<file path="config.mk">
export PLATFORM = sky130hd
export DESIGN_NAME = alu_issue_ctrl
export DESIGN_NICKNAME = d
export VERILOG_FILES = /design/src/rtl/alu_issue_ctrl.sv
export SDC_FILE = /design/constraint.sdc
export NUM_CORES = 1
export LEC_CHECK = 0
export ABC_AREA = 1
export BUFFER_PORTS_ARGS = -buffer_cell sky130_fd_sc_hd__buf_2
export CAP_MARGIN = 10
export CORE_AREA = 2 2 78 80
export CTS_CLUSTER_DIAMETER = 100
export DETAILED_ROUTE_END_ITERATION = 16
export DIE_AREA = 0 0 80 82
export PLACE_DENSITY = 0.69
export SETUP_SLACK_MARGIN = 0.4
export SLEW_MARGIN = 10
export SYNTH_ARGS = -nofsm -noshare
export SYNTH_HDL_FRONTEND = slang
export SYNTH_SLANG_ARGS = --single-unit
export TNS_END_PERCENT = 50
</file>
<file path="constraint.sdc">
create_clock -name clk -period 3.9 [get_ports clk]
set_input_delay 0.585 -clock clk [delete_from_list [all_inputs] [get_ports clk]]
set_output_delay 0.585 -clock clk [all_outputs]
set_load 0.05 [all_outputs]
</file>
<file path="src/rtl/alu_issue_ctrl.sv">
// Issue/writeback sequencer for the 8-bit ALU datapath: IDLE -> READ -> EXEC -> WB.
// Optional performance counters are enabled with the ALU_PERF_CNT_EN macro.
module alu_issue_ctrl #(
  parameter int reg_width  = 8,
  parameter int op_width   = 4,
  parameter int addr_width = 3
) (
  input  logic                  clk,
  input  logic                  rst_n,
  input  logic                  cmd_valid,
  output logic                  cmd_ready,
  input  logic [op_width-1:0]   cmd_op,
  input  logic [addr_width-1:0] cmd_rd,
  input  logic [addr_width-1:0] cmd_rs,
  output logic [addr_width-1:0] rf_ra_addr,
  output logic [addr_width-1:0] rf_rb_addr,
  input  logic [reg_width-1:0]  rf_ra_data,
  input  logic [reg_width-1:0]  rf_rb_data,
  output logic [reg_width-1:0]  alu_ra,
  output logic [reg_width-1:0]  alu_rb,
  output logic [op_width-1:0]   alu_op,
  input  logic [reg_width-1:0]  alu_res,
  input  logic [reg_width-1:0]  alu_car,
  input  logic                  alu_zero,
  input  logic                  alu_branch,
  output logic                  rf_we,
  output logic [addr_width-1:0] rf_waddr,
  output logic [reg_width-1:0]  rf_wdata,
  output logic [reg_width-1:0]  car_q,
  output logic                  zero_q,
  output logic                  br_taken,
  output logic                  done,
  output logic                  err
`ifdef ALU_PERF_CNT_EN
  ,
  output logic [15:0]           perf_instr,
  output logic [15:0]           perf_ovf
`endif
);

  typedef enum logic [1:0] {
    S_IDLE = 2'd0,
    S_READ = 2'd1,
    S_EXEC = 2'd2,
    S_WB   = 2'd3
  } state_e;

  state_e                state_q, state_d;
  logic [op_width-1:0]   op_q;
  logic [addr_width-1:0] rd_q;
  logic                  cmd_ready_q;
  logic [addr_width-1:0] ra_addr_q, rb_addr_q;
  logic [reg_width-1:0]  opa_q, opb_q;
  logic [op_width-1:0]   alu_op_q;
  logic                  rf_we_q;
  logic [addr_width-1:0] rf_waddr_q;
  logic [reg_width-1:0]  rf_wdata_q;
  logic [reg_width-1:0]  car_reg_q;
  logic                  zero_reg_q;
  logic                  br_taken_q, done_q, err_q;

  function automatic logic op_writes_rf(input logic [op_width-1:0] op);
    case (32'(op))
      32'd0, 32'd1, 32'd2, 32'd3, 32'd4, 32'd5, 32'd8, 32'd9, 32'd10: return 1'b1;
      default: return 1'b0;
    endcase
  endfunction

  function automatic logic op_updates_car(input logic [op_width-1:0] op);
    case (32'(op))
      32'd4, 32'd5, 32'd8, 32'd9, 32'd10: return 1'b1;
      default: return 1'b0;
    endcase
  endfunction

  function automatic logic op_is_beq(input logic [op_width-1:0] op);
    return 32'(op) == 32'd7;
  endfunction

  function automatic logic op_is_illegal(input logic [op_width-1:0] op);
    return 32'(op) >= 32'd11;
  endfunction

  // Next-state sequencing; busy states ignore cmd_valid.
  always_comb begin
    state_d = state_q;
    case (state_q)
      S_IDLE: begin
        if (cmd_valid) begin
          state_d = S_READ;
        end else begin
          state_d = S_IDLE;
        end
      end
      S_READ:  state_d = S_EXEC;
      S_EXEC:  state_d = S_WB;
      S_WB:    state_d = S_IDLE;
      default: state_d = S_IDLE;
    endcase
  end

  // FSM state, latched command, operands, flags and registered outputs.
  always_ff @(posedge clk or negedge rst_n) begin
    if (!rst_n) begin
      state_q     <= S_IDLE;
      op_q        <= {op_width{1'b0}};
      rd_q        <= {addr_width{1'b0}};
      cmd_ready_q <= 1'b1;
      ra_addr_q   <= {addr_width{1'b0}};
      rb_addr_q   <= {addr_width{1'b0}};
      opa_q       <= {reg_width{1'b0}};
      opb_q       <= {reg_width{1'b0}};
      alu_op_q    <= {op_width{1'b0}};
      rf_we_q     <= 1'b0;
      rf_waddr_q  <= {addr_width{1'b0}};
      rf_wdata_q  <= {reg_width{1'b0}};
      car_reg_q   <= {reg_width{1'b0}};
      zero_reg_q  <= 1'b0;
      br_taken_q  <= 1'b0;
      done_q      <= 1'b0;
      err_q       <= 1'b0;
    end else begin
      state_q    <= state_d;
      rf_we_q    <= 1'b0;
      br_taken_q <= 1'b0;
      done_q     <= 1'b0;
      err_q      <= 1'b0;
      case (state_q)
        S_IDLE: begin
          if (cmd_valid) begin
            op_q        <= cmd_op;
            rd_q        <= cmd_rd;
            ra_addr_q   <= cmd_rd;
            rb_addr_q   <= cmd_rs;
            alu_op_q    <= cmd_op;
            cmd_ready_q <= 1'b0;
          end else begin
            cmd_ready_q <= 1'b1;
          end
        end
        S_READ: begin
          opa_q <= rf_ra_data;
          opb_q <= rf_rb_data;
        end
        // ALU outputs are sampled here so the WB-cycle outputs and flags line up with done.
        S_EXEC: begin
          done_q     <= 1'b1;
          rf_waddr_q <= rd_q;
          rf_wdata_q <= alu_res;
          if (op_writes_rf(op_q)) begin
            rf_we_q    <= 1'b1;
            zero_reg_q <= alu_zero;
          end
          if (op_updates_car(op_q)) begin
            car_reg_q <= alu_car;
          end
          if (op_is_beq(op_q)) begin
            br_taken_q <= alu_branch;
          end
          if (op_is_illegal(op_q)) begin
            err_q <= 1'b1;
          end
        end
        S_WB: begin
          cmd_ready_q <= 1'b1;
          alu_op_q    <= {op_width{1'b0}};
        end
        default: begin
          cmd_ready_q <= 1'b1;
          alu_op_q    <= {op_width{1'b0}};
        end
      endcase
    end
  end

`ifdef ALU_PERF_CNT_EN
  logic [15:0] perf_instr_q, perf_ovf_q;

  // Saturating retire and ADD/SUB overflow counters, updated alongside done.
  always_ff @(posedge clk or negedge rst_n) begin
    if (!rst_n) begin
      perf_instr_q <= 16'h0000;
      perf_ovf_q   <= 16'h0000;
    end else begin
      if (state_q == S_EXEC) begin
        if (perf_instr_q != 16'hFFFF) begin
          perf_instr_q <= perf_instr_q + 16'h0001;
        end
        if ((32'(op_q) == 32'd4 || 32'(op_q) == 32'd5) &&
            (alu_car != {reg_width{1'b0}}) && (perf_ovf_q != 16'hFFFF)) begin
          perf_ovf_q <= perf_ovf_q + 16'h0001;
        end
      end
    end
  end

  assign perf_instr = perf_instr_q;
  assign perf_ovf   = perf_ovf_q;
`endif

  assign cmd_ready  = cmd_ready_q;
  assign rf_ra_addr = ra_addr_q;
  assign rf_rb_addr = rb_addr_q;
  assign alu_ra     = opa_q;
  assign alu_rb     = opb_q;
  assign alu_op     = alu_op_q;
  assign rf_we      = rf_we_q;
  assign rf_waddr   = rf_waddr_q;
  assign rf_wdata   = rf_wdata_q;
  assign car_q      = car_reg_q;
  assign zero_q     = zero_reg_q;
  assign br_taken   = br_taken_q;
  assign done       = done_q;
  assign err        = err_q;

endmodule

</file>
# Word-level counts from Yosys, hierarchy flattened
# Memories as Yosys holds them, arrays and structs flattened.
# Cells that the tools add are included.
word_totals:
  latchBits: 0
  wordCells: 51
  ram_bits: 0
  romBits: 16
  n_memories: 1
  ff_bits: 57
  in_bits: 47
mem_list:
  columns: ["memory", "words", "width", "read_ports", "rd_clocked_by_memory_dff", "wr", "line_no", "source"]
  rows:
  - ["(no name shown)", 16, 1, 1, 0, 0, "63", "case (32'(op))"]
op_classes:
  n_mux: 16
  n_mul: 0
  reduce_logical: 7
  div: 0
  bitwise: 0
  magnitude_cmp: 1
  add_sub_neg: 0
  shift: 0
  eq_ne: 10
ops:
  columns: ["operator", "n"]
  rows:
  - ["$eq 4x3->1 const B", 3]
  - ["$eq 4x4->1 const B", 3]
  - ["$mux 1", 12]
  - ["$pmux 2 s4", 1]
  - ["$pmux 4 s2", 1]
  - ["$reduce_and 2->1", 4]
  - ["$reduce_or 5->1", 1]
  - ["$eq 2x2->1 const B", 2]
  - ["$ge 4x4->1 const B", 1]
  - ["$mux 4", 1]
  - ["$eq 2x1->1 const B", 1]
  - ["$logic_not 2->1", 1]
  - ["$ne 2x2->1 const B", 1]
  - ["$pmux 1 s2", 1]
  - ["$reduce_bool 2->1", 1]

# Longest topological paths before layout
# Gate-level depths: netlist (run 1).
depth:
  ltp_word: 5
  depth_mapped: 7

# Least setup slack after synthesis (run 1)
# Ideal clock, no wire load.
synth_timing:
  kind: "register to register"
  start: "reg state_q[1]"
  end: "reg opa_q[0] (netlist: alu_ra[0])"
  stages_incl_launch_ff: 6
  setup_time_ns: 0.125
  path_buffers: 2
  required_time_ns: 3.775
  path_slack_ns: 2.614
  t_arrival_ns: 1.161
  period_less_slack_ns: 1.286
  path_cell_list: "dfrtp_1 > inv_1 > ha_1 > buf_6 > buf_6 > mux2_2"
synth_between:
  elab_chain_len: 1
synth_lines:
  columns: ["item", "line_no", "source"]
  rows:
  - ["from (decl)", "48", "state_e state_q, state_d;"]
  - ["from (signal assigned)", "123", "state_q <= state_d;"]
  - ["$eq 2x1->1", "128", "case (state_q)"]
  - ["to (signal assigned)", "111", "opa_q <= {reg_width{1'b0}};"]
  - ["to (signal assigned)", "142", "opa_q <= rf_ra_data;"]
  - ["to (decl)", "53", "logic [reg_width-1:0] opa_q, opb_q;"]
# No other way between the ends.
# A chain may end at the register's enable or synchronous reset.

# Worst setup path in the final report (run 1)
layout_timing:
  start: "reg state_q[0]"
  end: "reg zero_reg_q (netlist: zero_q)"
layout_between:
  elab_chain_len: 2
layout_lines:
  columns: ["item", "line_no", "source"]
  rows:
  - ["$eq 2x2->1", "128", null]
  - ["$reduce_and 2->1 (no line)", null, null]
  - ["to (signal assigned)", "152", "zero_reg_q <= alu_zero;"]
  - ["to (decl)", "59", "logic zero_reg_q;"]
# No other way between the ends.

==> impl_results.md, run 1 <==
- Reg-to-Reg End: zero_q
- Placer Congestion: 0.714
- Nets@finish: 361
- # hold bufs at CTS: 0
- Setup TNS: 0 ns
- Area of the multi-input gates: 698 um2
- Starting density of the core: 38.8%
- Crit path arrival time: 2.22 ns
- Clock Path Buffers: 2
- Post-DP HPWL: 3.41 mm
- Clock slew at reported path FFs: 0.06 ns
- Status: complete, no violations
- Hold Violations, Final: 0
- R2r setup slk: 1.90 ns
- Type of the tightest min-delay check: primary input to async pin
- Largest net degree at the start of global routing: 36
- Crit path cell chain: inv_1, ha_1, inv_2, nor2_1, nand2_1, nand2_1, nand2_1
- Vias in the first global route: 1585
- I/O pins: 98
- Core box area: 5750 um2
- Worst setup SP type: register
- TritonCTS Buffers: 9
- Mapped cell area: 2230 um2
- Post-DR wirelength/cell: 11.8 um
- Initial antenna violation count: 0
- First-pass GRT wire length: 7.31 mm
- Worst EP required: 4.12 ns
- Clock skew: 0.00723 ns
- CTS Root Cell: clkbuf_8
- Starting DRC count in detailed routing: 32
- Vias post-DR: 1729
- Fmax: 0.501 GHz
- Ys Warns: 0
- Vias/cell: 4.43
- Routed WL: 4.62 mm
- Total gr overflow: 0
- RSZ-0062 raised after global routing: false
- Die span in x: 80 um
- Setup-violating endpoint count in the final report: 0
- Critical path buffers and inverters: 2
- Diode count: 0
- Post-route ant nets: 0
- Slew Limit Headroom: 41.5%
- Sequential element share of the synthesized area: 64.0%
- Worst setup EP type: register
- Final slew viol count: 0
- Clock latency on the worst-skew pair: 0.33 ns
- Final period util: 51.2%
- CTS Sinks: 57
- Cell Rows: 28
- Die area: 6560 um2
- Max-cap violation count: 0
- Cell with the most instances on the worst path: nand2_1
- Worst-margin pin slew: 0.877 ns
- Slowest cell delay on critical path: 0.73 ns
- Most common cell after layout, fill and taps aside: buf_2
- Iteration count of the initial detailed-routing pass: 4
- CP top delay family: adder cells
- Die height: 82 um
- Post-CTS Setup Repair Bufs: 0
- Syn avg cell area: 10.8 um2
- Most frequent cells in the layout: 97 x buf_2, 79 x nand2_1, 56 x dfrtp_1
- Flops & latches, synth: 57
- FILL cells: 573
- Distinct cells, synth: 19
- Resized cells post-CTS: 0
- Slowest cell on crit path: ha_1
- CTS tree: built
- Synth-to-layout area growth: 31.8%
- Fraction of layout cells with a size suffix above 1: 42.9%
- RR Startpoint: state_q[0]
- Cells after Synth: 207
- Total GRT Usage: 15.0%
- CP Class: register to register
- Number of remaining DRC errors: 0
- Register Area: 1430 um2
- Crit Path Max Fanout: 23
- Mapped Nets: 258
- Min Clock Period, post-route: 2.00 ns
- H-tree depth: 3
- Number of port buffers: 97
- R2r worst-path depth: 7
==> cells in the mapped netlist <==
cell type / instances / share of area, %
a31oi_1: 1 / 0.28
buf_2: 2 / 0.45
buf_4: 1 / 0.34
buf_6: 3 / 1.5
clkinv_2: 1 / 0.22
dfrtp_1: 56 / 63
dfstp_2: 1 / 1.2
ha_1: 4 / 2.2
inv_1: 12 / 2.0
inv_2: 1 / 0.17
mux2_2: 16 / 8.1
nand2_1: 79 / 13
nand2_2: 2 / 0.56
nand2_4: 2 / 1.0
nand3_1: 12 / 2.7
nor2_1: 4 / 0.67
nor3_1: 1 / 0.22
o21ai_0: 5 / 1.1
o22ai_1: 4 / 1.1
==> worst max-delay path by stage <==
stage	slack (ns)	to	start	cells past startpoint
finish	1.90	zero_q	state_q[0]	7
CTS	1.87	zero_q	state_q[0]	7
floorplan	2.61	alu_ra[0]	state_q[1]	5
global route	1.67	zero_q	state_q[0]	7
detailed placement	1.89	zero_q	state_q[0]	7
global placement	1.96	zero_q	state_q[0]	7
==> cell type report <==
class	count	share of cell area [%]
flip-flops and latches	57	48.6
clock inverters	3	0.511
repair buffers	98	16.8
inverters	14	1.83
well taps	75	3.19
clock buffers	13	5.40
multi-input cells	130	23.7
==> per-layer routing <==
| layer | vias up | global-route usage, % | share of wire [%] |
|---|---|---|---|
| met2 | 65 | 22.4 | 43 |
| met3 | 10 | 4.62 | 8.0 |
| li1 | 861 | - | - |
| met4 | 0 | 9.66 | 2.1 |
| met1 | 793 | 19.0 | 46 |
| met5 | - | 0 | 0 |
==> stage by stage <==
stage                     area (um2)  hold WS [ns]  setup slack [ns]  util, %  cells
after floorplan                 2230         0.289              2.61        -    207
after global placement          2770         0.451              1.96     48.1    374
after detailed placement        2770         0.453              1.89     48.1    374
after CTS                       2940         0.228              1.87     51.2    390
after global routing            2940         0.254              1.67     51.2    390
final                           2940         0.222              1.90     51.2    390
==> cell families after synthesis <==
logic type,synth area share [%]
AND/OR/NAND/NOR,18.5
multiplexers,8.08
buffers and inverters,4.71
flip-flops,64.0
adder cells (fa/ha/maj),2.24
AO/OA/AOI/OAI,2.52
==> registers in the layout, indices dropped and copies added (netlist names), 2 cells and up <==
| name | cells |
|---|---|
| car_q | 8 |
| rf_waddr | 3 |
| op_q | 4 |
| state_q | 2 |
| alu_rb | 8 |
| rf_wdata | 8 |
| rf_ra_addr | 3 |
| rf_rb_addr | 3 |
| alu_op | 4 |
| alu_ra | 8 |
Power of run 1 is not shown: default switching activity piles up to over one toggle a cycle in this logic, so the estimate is an artifact.
==> inputs of run 2 (changes only) <==
PLACE_DENSITY = 0.72   (was 0.69)
clock period = 1.8 ns   (was 3.9 ns; I/O delays follow)
==> run 2 against run 1 <==
Effect of this change:
- first-iteration DRC count up 66%
- highest routed layer unchanged
- sequential share of layout area down 1.0 points
- hold slack worse by 0.087 ns
==> impl_results.md, run 2 (same netlist as run 1, synthesis figures left out) <==
- Crit path cell chain: buf_2
- Routed WL: 4.97 mm
- TritonCTS Buffers: 9
- Area of the multi-input gates: 703 um2
- Synth-to-layout area growth: 34.7%
- WL met2: 2.42 mm
- Vias/cell: 4.46
- Post-CTS Setup Repair Bufs: 0
- Type of the tightest min-delay check: primary input to register
- Total gr overflow: 0
- Top Layer Used: met4
- Post-DP HPWL: 3.71 mm
- Min Clock Period, post-route: 1.37 ns
- CTS Sinks: 57
- CP top delay family: flip-flops
- Diode count: 0
- Clock Path Buffers: 2
- I/O pins: 98
- Vias post-DR: 1762
- Die height: 82 um
- Hold Violations, Final: 0
- Clock latency on the worst-skew pair: 0.33 ns
- Worst EP required: 1.53 ns
- Largest net degree at the start of global routing: 23
- Fmax: 0.727 GHz
- Setup-violating endpoint count in the final report: 0
- Placer Congestion: 0.697
- Nets@finish: 367
- Max-cap violation count: 0
- Finished Layout Cells: 395
- H-tree depth: 3
- Die area: 6560 um2
- RSZ-0062 raised after global routing: true
- Status: complete, no violations
- Post-route ant nets: 0
- Final period util: 76.4%
- Placed insts: 379
- Initial antenna violation count: 0
- Number of port buffers: 97
- Register Area: 1430 um2
- Setup TNS: 0 ns
- Most frequent cells in the layout: 97 x buf_2, 79 x nand2_1, 56 x dfrtp_1
- Clock skew: 0.00980 ns
- Worst-margin pin slew: 0.492 ns
- Die span in x: 80 um
- Slowest cell on crit path: dfstp_2
- Met1 wire length: 2.12 mm
- CTS tree: built
- CP Class: register to output pin
- Final slew viol count: 0
- Slew Limit Headroom: 67.2%
- FILL cells: 544
- Most common cell after layout, fill and taps aside: buf_2
- Crit Path Max Fanout: 2
- WL met3: 373 um
- Starting density of the core: 38.8%
- Fraction of layout cells with a size suffix above 1: 44.1%
- Post-DR wirelength/cell: 12.6 um
- Clock slew at reported path FFs: 0.07 ns
- Iteration count of the initial detailed-routing pass: 4
- Core box area: 5750 um2
- Vias in the first global route: 1655
- Number of remaining DRC errors: 0
- Total GRT Usage: 15.8%
- Cell Rows: 28
- Worst setup EP type: output pin
- Critical path buffers and inverters: 1
- Crit path arrival time: 1.10 ns
- Starting DRC count in detailed routing: 53
- Slowest cell delay on critical path: 0.53 ns
- Worst setup SP type: register
- CTS Root Cell: clkbuf_8
- First-pass GRT wire length: 7.72 mm
## run 2: metrics by stage
step / worst slack, ns / utilization (%) / instance area [um2] / hold WS [ns]
global route: 0.386 / 52.3 / 3000 / 0.137
detailed placement: 0.347 / 49.0 / 2820 / 0.267
finish: 0.425 / 52.3 / 3000 / 0.135
floorplan: 0.514 / - / 2230 / -0.0256
global placement: 0.415 / 49.0 / 2820 / 0.264
CTS: 0.395 / 52.1 / 2990 / 0.119
## run 2: timing repair
| item | CTS | global route |
|---|---|---|
| gates resized for setup | 1 | 5 |
| cloned | 0 | 0 |
| hold buffers | 1 | 0 |
| endpoints found under the setup margin | 8 | 25 |
| pin swaps | 0 | 0 |
| hold endpoints to repair | 17 | 0 |
## run 2: metal layers
layer | GRT usage (%) | up-vias
met5 | 0 | -
met4 | 6.61 | 0
met3 | 5.38 | 7
met2 | 25.4 | 60
met1 | 19.5 | 819
li1 | - | 876
## run 2: layout make-up
| type | instances | share of cell area (%) |
|---|---|---|
| clock buffer | 12 | 4.83 |
| clock inverter | 3 | 0.583 |
| inverter | 14 | 2.00 |
| multi-input combinational | 130 | 23.4 |
| sequential | 57 | 47.5 |
| tap | 75 | 3.12 |
| timing repair buffer | 104 | 18.5 |
## run 2: final timing paths
check / depth (start not counted) / endpoint / slack, ns / start
setup / recovery: 1 / cmd_ready / 0.43 / cmd_ready
hold / removal: 3 / rf_rb_addr[0] / 0.14 / cmd_rs[0]
setup reg to reg: 4 / alu_ra[2] / 0.50 / state_q[1]
hold reg to reg: 2 / rf_waddr[2] / 0.46 / rf_waddr[2]
max in group asynchronous: 3 / car_q[2] / 0.81 / rst_n
min in group asynchronous: 2 / rf_rb_addr[0] / 0.44 / rst_n
Power of run 2 is left out for the same reason.
==> inputs of run 3 (changes only) <==
ABC_AREA = 0   (was 1)
CORE_AREA = 2 2 79 81   (was 2 2 78 80)
DIE_AREA = 0 0 81 83   (was 0 0 80 82)
PLACE_DENSITY = 0.71   (was 0.72)
clock period = 1.15 ns   (was 1.8 ns; I/O delays follow)
==> run 3 against run 2 <==
Effect of this change:
- the flow now finishes with violations (negative setup slack)
- global-route usage increased by 2.1 points
- non-clock buffer count rose by 22
- sequential cell count is the same
==> impl_results.md, run 3 <==
- Largest net degree at the start of global routing: 58
- Flops & latches, synth: 57
- Routed WL: 6.07 mm
- Total GRT Usage: 17.9%
- Max-cap violation count: 0
- H-tree depth: 3
- Placer Congestion: 0.734
- Main synth FF type: dfrtp_1
- Post-route ant nets: 0
- Clock slew at reported path FFs: 0.06 ns
- Final slew viol count: 0
- Finished Layout Cells: 379
- Status: finished, violations left
- CTS Root Cell: clkbuf_8
- Vias in the first global route: 1894
- Clock skew: 0.00469 ns
- Top post-synthesis cells by area: dfrtp_1 61%, mux2_2 18%, nand2_1 3.9%
- Worst EP required: 1.36 ns
- Synth-to-layout area growth: 73.1%
- Iteration count of the initial detailed-routing pass: 4
- Final WS setup: -0.204 ns
- Clock latency on the worst-skew pair: 0.33 ns
- Post-DP HPWL: 3.50 mm
- Fraction of layout cells with a size suffix above 1: 68.1%
- Type of the tightest min-delay check: primary input to register
- Slew Limit Headroom: 77.3%
- CTS tree: built
- Starting DRC count in detailed routing: 78
- Die height: 83 um
- TritonCTS Buffers: 9
- Most frequent cells in the layout: 56 x dfrtp_1, 56 x buf_6, 47 x buf_2
- First-pass GRT wire length: 9.04 mm
- Die span in x: 81 um
- Share of synthesized registers carrying an async set or reset: 100%
- Min Clock Period, post-route: 1.35 ns
- Min Hold Slack: 0.0731 ns
- Crit Path Max Fanout: 8
- Top post-synthesis cells by count: 56 x dfrtp_1, 37 x mux2_2, 24 x nand2_1
- CP Class: register to register
- I/O pins: 98
- Ys Warns: 0
- Failing checks: negative setup slack
- Sequential element share of the synthesized area: 62.3%
- CTS Sinks: 57
- Clock Path Buffers: 2
- Pre-CTS WS: -0.221 ns
- Post-DR wirelength/cell: 16.0 um
- Worst setup EP type: register
- Count leader, synth: dfrtp_1
- Placed insts: 349
- Worst setup SP type: register
- Starting density of the core: 39.4%
- Total gr overflow: 0
- Nets@finish: 350
- Distinct cells, synth: 24
- FILL cells: 410
- Hold Violations, Final: 0
- Final period util: 118%
- Diode count: 0
- Fmax: 0.738 GHz
- Yosys top cell by area: dfrtp_1
- Worst-margin pin slew: 0.341 ns
- RSZ-0062 raised after global routing: true
- Number of port buffers: 97
- Setup-violating endpoint count in the final report: 55
- Core box area: 5820 um2
- EDFF count, synth: 0
- Post-Route Utilization: 68.2%
- Cells after Synth: 168
- Syn avg cell area: 13.6 um2
- Initial antenna violation count: 0
- Vias post-DR: 1858
- Mapped Nets: 219
- Top-area cell type share of the netlist area: 61.2%
- Number of remaining DRC errors: 0
- Vias/cell: 4.90
- Die area: 6720 um2
- Cell Rows: 28
- Mapped cell area: 2290 um2
- Crit path arrival time: 1.56 ns
run 3: changes by cell type after synthesis, moves of 5 or more:
cell	delta
nand3_1	-11
nand2_1	-55
inv_1	-8
nor2b_1	+5
buf_2	+5
mux2_2	+21
run 3: routing by layer:
metal	up-vias	part of all wire, %	routed length (um)	GRT usage (%)
li1	846	-	-	-
met3	13	7.9	480	7.07
met2	93	51	3090	28.7
met5	-	0	0	0
met4	0	2.2	131	7.55
met1	906	39	2370	21.0
run 3: worst paths after layout:
kind / start / to / slack [ns] / cells after the start
min in group asynchronous: rst_n / state_q[1] / 0.39 / 3
min: alu_res[7] / rf_wdata[7] / 0.07 / 2
max reg2reg: state_q[0] / car_q[2] / -0.20 / 6
max in group asynchronous: rst_n / cmd_ready / 0.48 / 3
max: state_q[0] / car_q[2] / -0.20 / 6
min reg2reg: rf_waddr[2] / rf_waddr[2] / 0.53 / 1
run 3: logic make-up (layout without fill, tap and decap cells):
group | count (synthesis) | count (layout) | synth area share, %
multiplexers | 38 | 38 | 18.8
buffers and inverters | 12 | 147 | 2.35
adder cells (fa/ha/maj) | 4 | 4 | 2.18
flip-flops | 57 | 57 | 62.3
AND/OR/NAND/NOR | 36 | 37 | 8.47
AO/OA/AOI/OAI | 21 | 21 | 5.84
run 3: layout make-up:
cell class	count	area [um2]	share of cell area (%)
tap	75	93.8	2.37
clock buffer	10	138	3.47
timing repair buffer	126	1110	27.9
multi-input combinational	100	1070	27.1
sequential	57	1430	36.0
clock inverter	6	105	2.65
inverter	5	21.3	0.536
run 3: repair_timing:
| action | 4_1_cts | 5_1_grt |
|---|---|---|
| resized for setup | 120 | 44 |
| setup buffers | 6 | 4 |
| pin swaps | 1 | 7 |
| setup endpoints to repair | 108 | 108 |
| gates cloned | 2 | 1 |
| hold buffers | 1 | 0 |
| endpoints found under the hold margin | 56 | 0 |
run 3: per-stage QoR:
step	TNS (ns)	instance area (um2)
after detailed placement	-8.91	3020
after global placement	-7.31	3020
after floorplan	-4.93	2340
after CTS	-5.93	3760
after global routing	-9.81	3970
final	-7.69	3970
run 3: critical path, stage by stage, from the launching register on:
cell     delay [ns]
dfrtp_1        0.40
inv_2          0.09
ha_4           0.20
nand2_4        0.08
nor3b_4        0.21
buf_6          0.18
o22ai_2        0.07
Power of run 3 is left out for the same reason.
